[config.mk]
export PLATFORM = sky130hd
export DESIGN_NAME = puf_auth_controller
export DESIGN_NICKNAME = d
export VERILOG_FILES = /design/src/rtl/puf_auth_controller.sv
export SDC_FILE = /design/constraint.sdc
export NUM_CORES = 1
export LEC_CHECK = 0
export ABC_AREA = 1
export CAP_MARGIN = 15
export CORE_MARGIN = 3
export CORE_UTILIZATION = 46
export DETAILED_ROUTE_END_ITERATION = 12
export PLACE_DENSITY = 0.79
export SKIP_CTS_REPAIR_TIMING = 1
export SYNTH_ARGS = -nofsm -noshare
export SYNTH_HDL_FRONTEND = slang
export SYNTH_SLANG_ARGS = --single-unit
export TNS_END_PERCENT = 30
[constraint.sdc]
create_clock -name clk -period 1.8 [get_ports clk]
set_input_delay 0.36 -clock clk [delete_from_list [all_inputs] [get_ports clk]]
set_output_delay 0.36 -clock clk [all_outputs]
set_load 0.03 [all_outputs]
[src/rtl/puf_auth_controller.sv]
// puf_auth_controller: drives the arbiter PUF, majority-votes VOTES evaluations and scores the result against the enrolled response
// Ports: clk, reset (async, active-high); req_valid/req_ready/req_challenge/req_expected host request;
//   puf_reset/puf_enable/puf_challenge/puf_resp PUF macro side (puf_resp is asynchronous to clk);
//   res_valid/res_ready/res_response/res_hd/res_pass result handshake.
// Optional: define PUF_AUTH_STATS_EN to add saturating stat_auth_cnt, stat_fail_cnt, stat_unstable_cnt.
module puf_auth_controller #(
  parameter int C_BITS = 4,
  parameter int R_BITS = 4,
  parameter int SETTLE = 8,
  parameter int VOTES = 3,
  parameter int TOL = 0
) (
  input  logic                          clk,
  input  logic                          reset,
  input  logic                          req_valid,
  output logic                          req_ready,
  input  logic [C_BITS-1:0]             req_challenge,
  input  logic [R_BITS-1:0]             req_expected,
  output logic                          puf_reset,
  output logic                          puf_enable,
  output logic [C_BITS-1:0]             puf_challenge,
  input  logic [R_BITS-1:0]             puf_resp,
  output logic                          res_valid,
  input  logic                          res_ready,
  output logic [R_BITS-1:0]             res_response,
  output logic [$clog2(R_BITS+1)-1:0]   res_hd,
  output logic                          res_pass
`ifdef PUF_AUTH_STATS_EN
  ,
  output logic [15:0]                   stat_auth_cnt,
  output logic [15:0]                   stat_fail_cnt,
  output logic [15:0]                   stat_unstable_cnt
`endif
);
  localparam int HW = $clog2(R_BITS+1);
  localparam int TW = $clog2(SETTLE);
  localparam int VW = $clog2(VOTES+1);
  typedef enum logic [2:0] {IDLE, CLEAR, LAUNCH, RELAX, REPORT} state_t;
  state_t state, state_n;
  logic [TW-1:0] tmr;
  logic [VW-1:0] votes;
  logic [VW-1:0] ones [R_BITS];
  logic [R_BITS-1:0] sync_a, sync_b, exp_q, maj;
  logic [HW-1:0] hd_n;
  logic tmr_end, accept, done;
  assign tmr_end = tmr == TW'(SETTLE-1);
  assign accept = req_valid && req_ready;
  assign done = res_valid && res_ready;
  always_ff @(posedge clk or posedge reset)
    if (reset) state <= IDLE;
    else state <= state_n;
  always_comb begin
    state_n = state;
    case (state)
      IDLE:    state_n = req_valid ? CLEAR : IDLE;
      CLEAR:   state_n = LAUNCH;
      LAUNCH:  state_n = tmr_end ? RELAX : LAUNCH;
      RELAX:   state_n = tmr_end ? (votes < VW'(VOTES) ? CLEAR : REPORT) : RELAX;
      REPORT:  state_n = res_ready ? IDLE : REPORT;
      default: state_n = IDLE;
    endcase
  end
  // Outputs decode from state so an async reset forces them safe immediately.
  always_comb begin
    req_ready = state == IDLE;
    puf_enable = state == LAUNCH;
    puf_reset = reset || state == CLEAR;
    res_valid = state == REPORT;
  end
  always_comb begin
    maj = '0;
    hd_n = '0;
    for (int k = 0; k < R_BITS; k++) begin
      maj[k] = ones[k] > VW'(VOTES/2);
      hd_n = hd_n + HW'(maj[k] ^ exp_q[k]);
    end
  end
  always_ff @(posedge clk or posedge reset)
    if (reset) begin
      sync_a <= '0;
      sync_b <= '0;
      tmr <= '0;
      votes <= '0;
      exp_q <= '0;
      puf_challenge <= '0;
      res_response <= '0;
      res_hd <= '0;
      res_pass <= 1'b0;
      for (int k = 0; k < R_BITS; k++) ones[k] <= '0;
    end else begin
      sync_a <= puf_resp;
      sync_b <= sync_a;
      tmr <= ((state == LAUNCH || state == RELAX) && !tmr_end) ? tmr + 1'b1 : '0;
      if (accept) begin
        puf_challenge <= req_challenge;
        exp_q <= req_expected;
        votes <= '0;
        for (int k = 0; k < R_BITS; k++) ones[k] <= '0;
      end
      // Sample on the last enable cycle: the arbiters have had SETTLE cycles, minus sync latency.
      if (state == LAUNCH && tmr_end) begin
        votes <= votes + 1'b1;
        for (int k = 0; k < R_BITS; k++) ones[k] <= ones[k] + VW'(sync_b[k]);
      end
      if (state == RELAX && state_n == REPORT) begin
        res_response <= maj;
        res_hd <= hd_n;
        res_pass <= (32'(hd_n) <= TOL);
      end
      if (done) puf_challenge <= '0;
    end
`ifdef PUF_AUTH_STATS_EN
  logic unstable;
  always_comb begin
    unstable = 1'b0;
    for (int k = 0; k < R_BITS; k++) unstable = unstable || (ones[k] != '0 && ones[k] != VW'(VOTES));
  end
  always_ff @(posedge clk or posedge reset)
    if (reset) begin
      stat_auth_cnt <= '0;
      stat_fail_cnt <= '0;
      stat_unstable_cnt <= '0;
    end else if (done) begin
      if (stat_auth_cnt != 16'hFFFF) stat_auth_cnt <= stat_auth_cnt + 16'd1;
      if (!res_pass && stat_fail_cnt != 16'hFFFF) stat_fail_cnt <= stat_fail_cnt + 16'd1;
      if (unstable && stat_unstable_cnt != 16'hFFFF) stat_unstable_cnt <= stat_unstable_cnt + 16'd1;
    end
`endif
endmodule
==> results.md, run 1 <==
* Status: complete, but fails checks
* Violated checks: setup timing
* Synth Area in Adders at approximately 7.5%
* Commonest cells after routing, fill and taps aside: nand2_1 (43), nand3_1 (41), dfrtp_1 (40), clkdlybuf4s50_1 (27), buf_4 (15)
* Critical Path RT at 2.04 ns
* Synth Warn # at 0
* Clock Path Buffers at 2
* Flop-to-flop setup slack at -0.03 ns
* Ports at 32
* Largest area contributor in the netlist: dfrtp_1
* Clock Latency Late Sink at between 0.2 and 0.3 ns
* Post-synthesis sequential area ratio at 56.46%
* Power Density at 1695 nW/µm²
* Leakage at 1.195 nW
* Synthesized Nets at 198
* Synth unique cells at 26
* GRT Residual Overflow at 0
* Tightest Pin Transition at 0.4838 ns
* Synthesized flop and latch total at 40
* Final WL at 3209 µm
* Routed wl met3 at 184 µm
* Crit. Startpoint: ones[7]$_DFFE_PP0P_
* DR pass1 iterations at 4
* Fin crit share at 101.4%
* Die area at 4635 µm²
* Setup Skew at 0.002813 ns
* Htree depth at 2
* Area growth, synth to finish at 31.33%
* Max-slew headroom at 67.75%
* Number of global-route vias before repair at 1243
* Initial DRC Count at 48
* Largest family of logic cells by synthesized area: simple AND/OR/NAND/NOR gates
* Mapped Area at roughly 1800 µm²
* Cells taking the most area after synthesis: dfrtp_1 (56%), nand3_1 (12%), nand2_1 (9.1%)
* GP Congestion at between 0.7 and 0.8
* Mean post-synth cell area at 10.31 µm²
* Via count at 1309
* Synth Flop Type: dfrtp_1
* Hold endpoint: sync_b[1]$_DFF_PP0_
* Post-route DRC at 0
* Critical Path Start Type: flip-flop
* Hold Path Stages at 0
* Post-synthesis instance total at 172
* F_max at 547.8 MHz
* Post-route antenna net violation count at 0
* Pre-CTS WS at -0.09203 ns
* WL met2 at ~1500 µm
* Post-layout nets at approximately 240
* Total Routing Usage GR at 16.75%
* M1 wire length at between 1500 and 2000 µm
* WL/cell at around 12 µm
* Area share of the leading cell type in the synthesized netlist at 56.46%
* Share of post-route cells with drive strength above 1 at approximately 18%
* Initial antenna violation count at 0
* RSZ-0062 raised after global routing: true
* Post-synthesis compound-gate area fraction at 1.059%
* EDFF count, synth at 0
* Row count at 21
* Die H at ~68 µm
* Commonest non-fill, non-tap cell in the layout: nand2_1
* Clock slew at reported path FFs at roughly 0.070 ns
* Pwr Total at 3.947 mW
* Hold_ws at 0.3484 ns
* FFs w/ async S/R, synth at 100.0%
* Die X at 68.08 µm
* Worst Path Max Fanout at 2
* R2r startpoint: ones[7]$_DFFE_PP0P_
* CTS root buf: clkbuf_8
* DPL Wire Length at 2366 µm
* Diodes inserted at 0
* Worst min path class: reg -> reg
* Largest net degree at the start of global routing at a little over 40
* Post-synthesis simple-gate area fraction at 27.17%
* Post-synthesis mux area share at 0%
* Reg2reg end: res_pass$_DFFE_PP0P_
* Non-Filler Instances at 263
* First-pass GRT wire length at around 5600 µm
* Final hold viol count at 0
* Worst Min Path Start: sync_a[1]$_DFF_PP0_
* Pins Over Slew Limit at 0
* Core Region at around 3500 µm²
* Worst Reg-to-Reg Cells at 7
* Xor/xnor share of the synthesized area at 3.952%
* Sink Count at 40
* Worst setup margin at -0.02536 ns
* I/O Buffers at 31
* CTS tree: done
* Endpoint type of the worst setup path: flip-flop
* CTS Buf Count at 5
* Data arrival, critical path at between 2 and 2.5 ns
* Final setup fails at 1
* WS Path Type: reg -> reg
* Total of max-cap violations at 0
* Initial core utilization at 50.36%
* Max Used Layer: met4
* Dpl cells at 255
* Worst IR Drop VDD at 0.9502 mV
* Via density at 4.977
* Tmin final at 1.825 ns
==> logic make-up (layout without fill, tap and decap cells) <==
logic type | after synthesis | count (layout)
adder cells (fa/ha/maj) | 10 | 10
flip-flops | 40 | 40
AO/OA/AOI/OAI | 3 | 3
XOR/XNOR | 8 | 8
buffers and inverters | 13 | 58
AND/OR/NAND/NOR | 98 | 98
==> power breakdown <==
| group | internal [mW] | switching [mW] | total (mW) |
|---|---|---|---|
| registers | 1.17 | 0.209 | 1.38 |
| logic | 0.853 | 1.00 | 1.86 |
| clock network | 0.411 | 0.296 | 0.707 |
| total | 2.44 | 1.51 | 3.95 |
==> metal layers <==
layer	track usage, %	vias up
li1	-	658
met1	22.66	603
met2	24.43	40
met3	4.269	8
met4	9.429	0
met5	0	-
==> state kept, by name, indices dropped and copies added, names as in the netlist <==
signal,count
exp_q,4
sync_b,4
res_pass,1
res_hd,3
puf_challenge,4
sync_a,4
tmr,3
ones,8
votes,2
state,3
res_response,4
==> cells in the mapped netlist (all sizes together), types with 4 or more instances <==
master  instances
xor2            8
nand2          45
buf             4
nor2            7
nand3          42
dfrtp          40
inv             8
ha              9
==> stage by stage <==
step | setup TNS [ns] | area, µm² | util (%)
floorplan | -0.03874 | 1777 | -
detailed placement | -0.09330 | 2178 | 61.87
global placement | -0.05047 | 2178 | 61.87
global route | -0.2023 | 2328 | 66.13
finish | -0.02536 | 2328 | 66.13
CTS | -0.1164 | 2286 | 64.93
==> worst max-delay path: stages (launching register included) <==
cell and delay [ns]:
dfrtp_1 0.41, xor2_2 0.19, fa_1 0.55, ha_2 0.19, ha_4 0.20, nor3_2 0.09, nand3_1 0.08, nand2_1 0.07
==> how the worst max path moves through the flow <==
stage / to / depth (start not counted) / slack [ns]
after detailed placement: res_pass$_DFFE_PP0P_ / 7 / -0.09
after global routing: res_pass$_DFFE_PP0P_ / 7 / -0.15
after global placement: res_pass$_DFFE_PP0P_ / 7 / -0.05
final: res_pass$_DFFE_PP0P_ / 7 / -0.03
after floorplan: res_pass$_DFFE_PP0P_ / 7 / -0.04
after CTS: res_pass$_DFFE_PP0P_ / 7 / -0.11
==> area by class of cell <==
class	instances	area [µm²]
fill	312	1192
multi-input combinational	119	745.7
tap	46	57.56
inverter	8	33.78
sequential	40	1001
clock inverter	2	35.03
clock buffer	6	72.57
timing repair buffer	42	382.9
No activity file was read; power rests on OpenSTA's default activity.
==> run 2: changes to the inputs <==
--- a/config.mk
+++ b/config.mk
@@ -6,12 +6,13 @@
 export NUM_CORES = 1
 export LEC_CHECK = 0
 export ABC_AREA = 1
-export CAP_MARGIN = 15
+export CAP_MARGIN = 25
 export CORE_MARGIN = 3
 export CORE_UTILIZATION = 46
 export DETAILED_ROUTE_END_ITERATION = 12
 export PLACE_DENSITY = 0.79
 export SKIP_CTS_REPAIR_TIMING = 1
+export SLEW_MARGIN = 20
 export SYNTH_ARGS = -nofsm -noshare
 export SYNTH_HDL_FRONTEND = slang
 export SYNTH_SLANG_ARGS = --single-unit
==> results of run 2 <==
Final layout, timing and power as in run 1 (identical DEF).
==> run 3: changes to the inputs <==
--- a/config.mk
+++ b/config.mk
@@ -9,10 +9,10 @@
 export CAP_MARGIN = 25
 export CORE_MARGIN = 3
 export CORE_UTILIZATION = 46
+export CTS_CLUSTER_SIZE = 30
 export DETAILED_ROUTE_END_ITERATION = 12
 export PLACE_DENSITY = 0.79
 export SKIP_CTS_REPAIR_TIMING = 1
-export SLEW_MARGIN = 20
 export SYNTH_ARGS = -nofsm -noshare
 export SYNTH_HDL_FRONTEND = slang
 export SYNTH_SLANG_ARGS = --single-unit
==> results of run 3 <==
Final layout, timing and power as in run 1 (identical DEF).
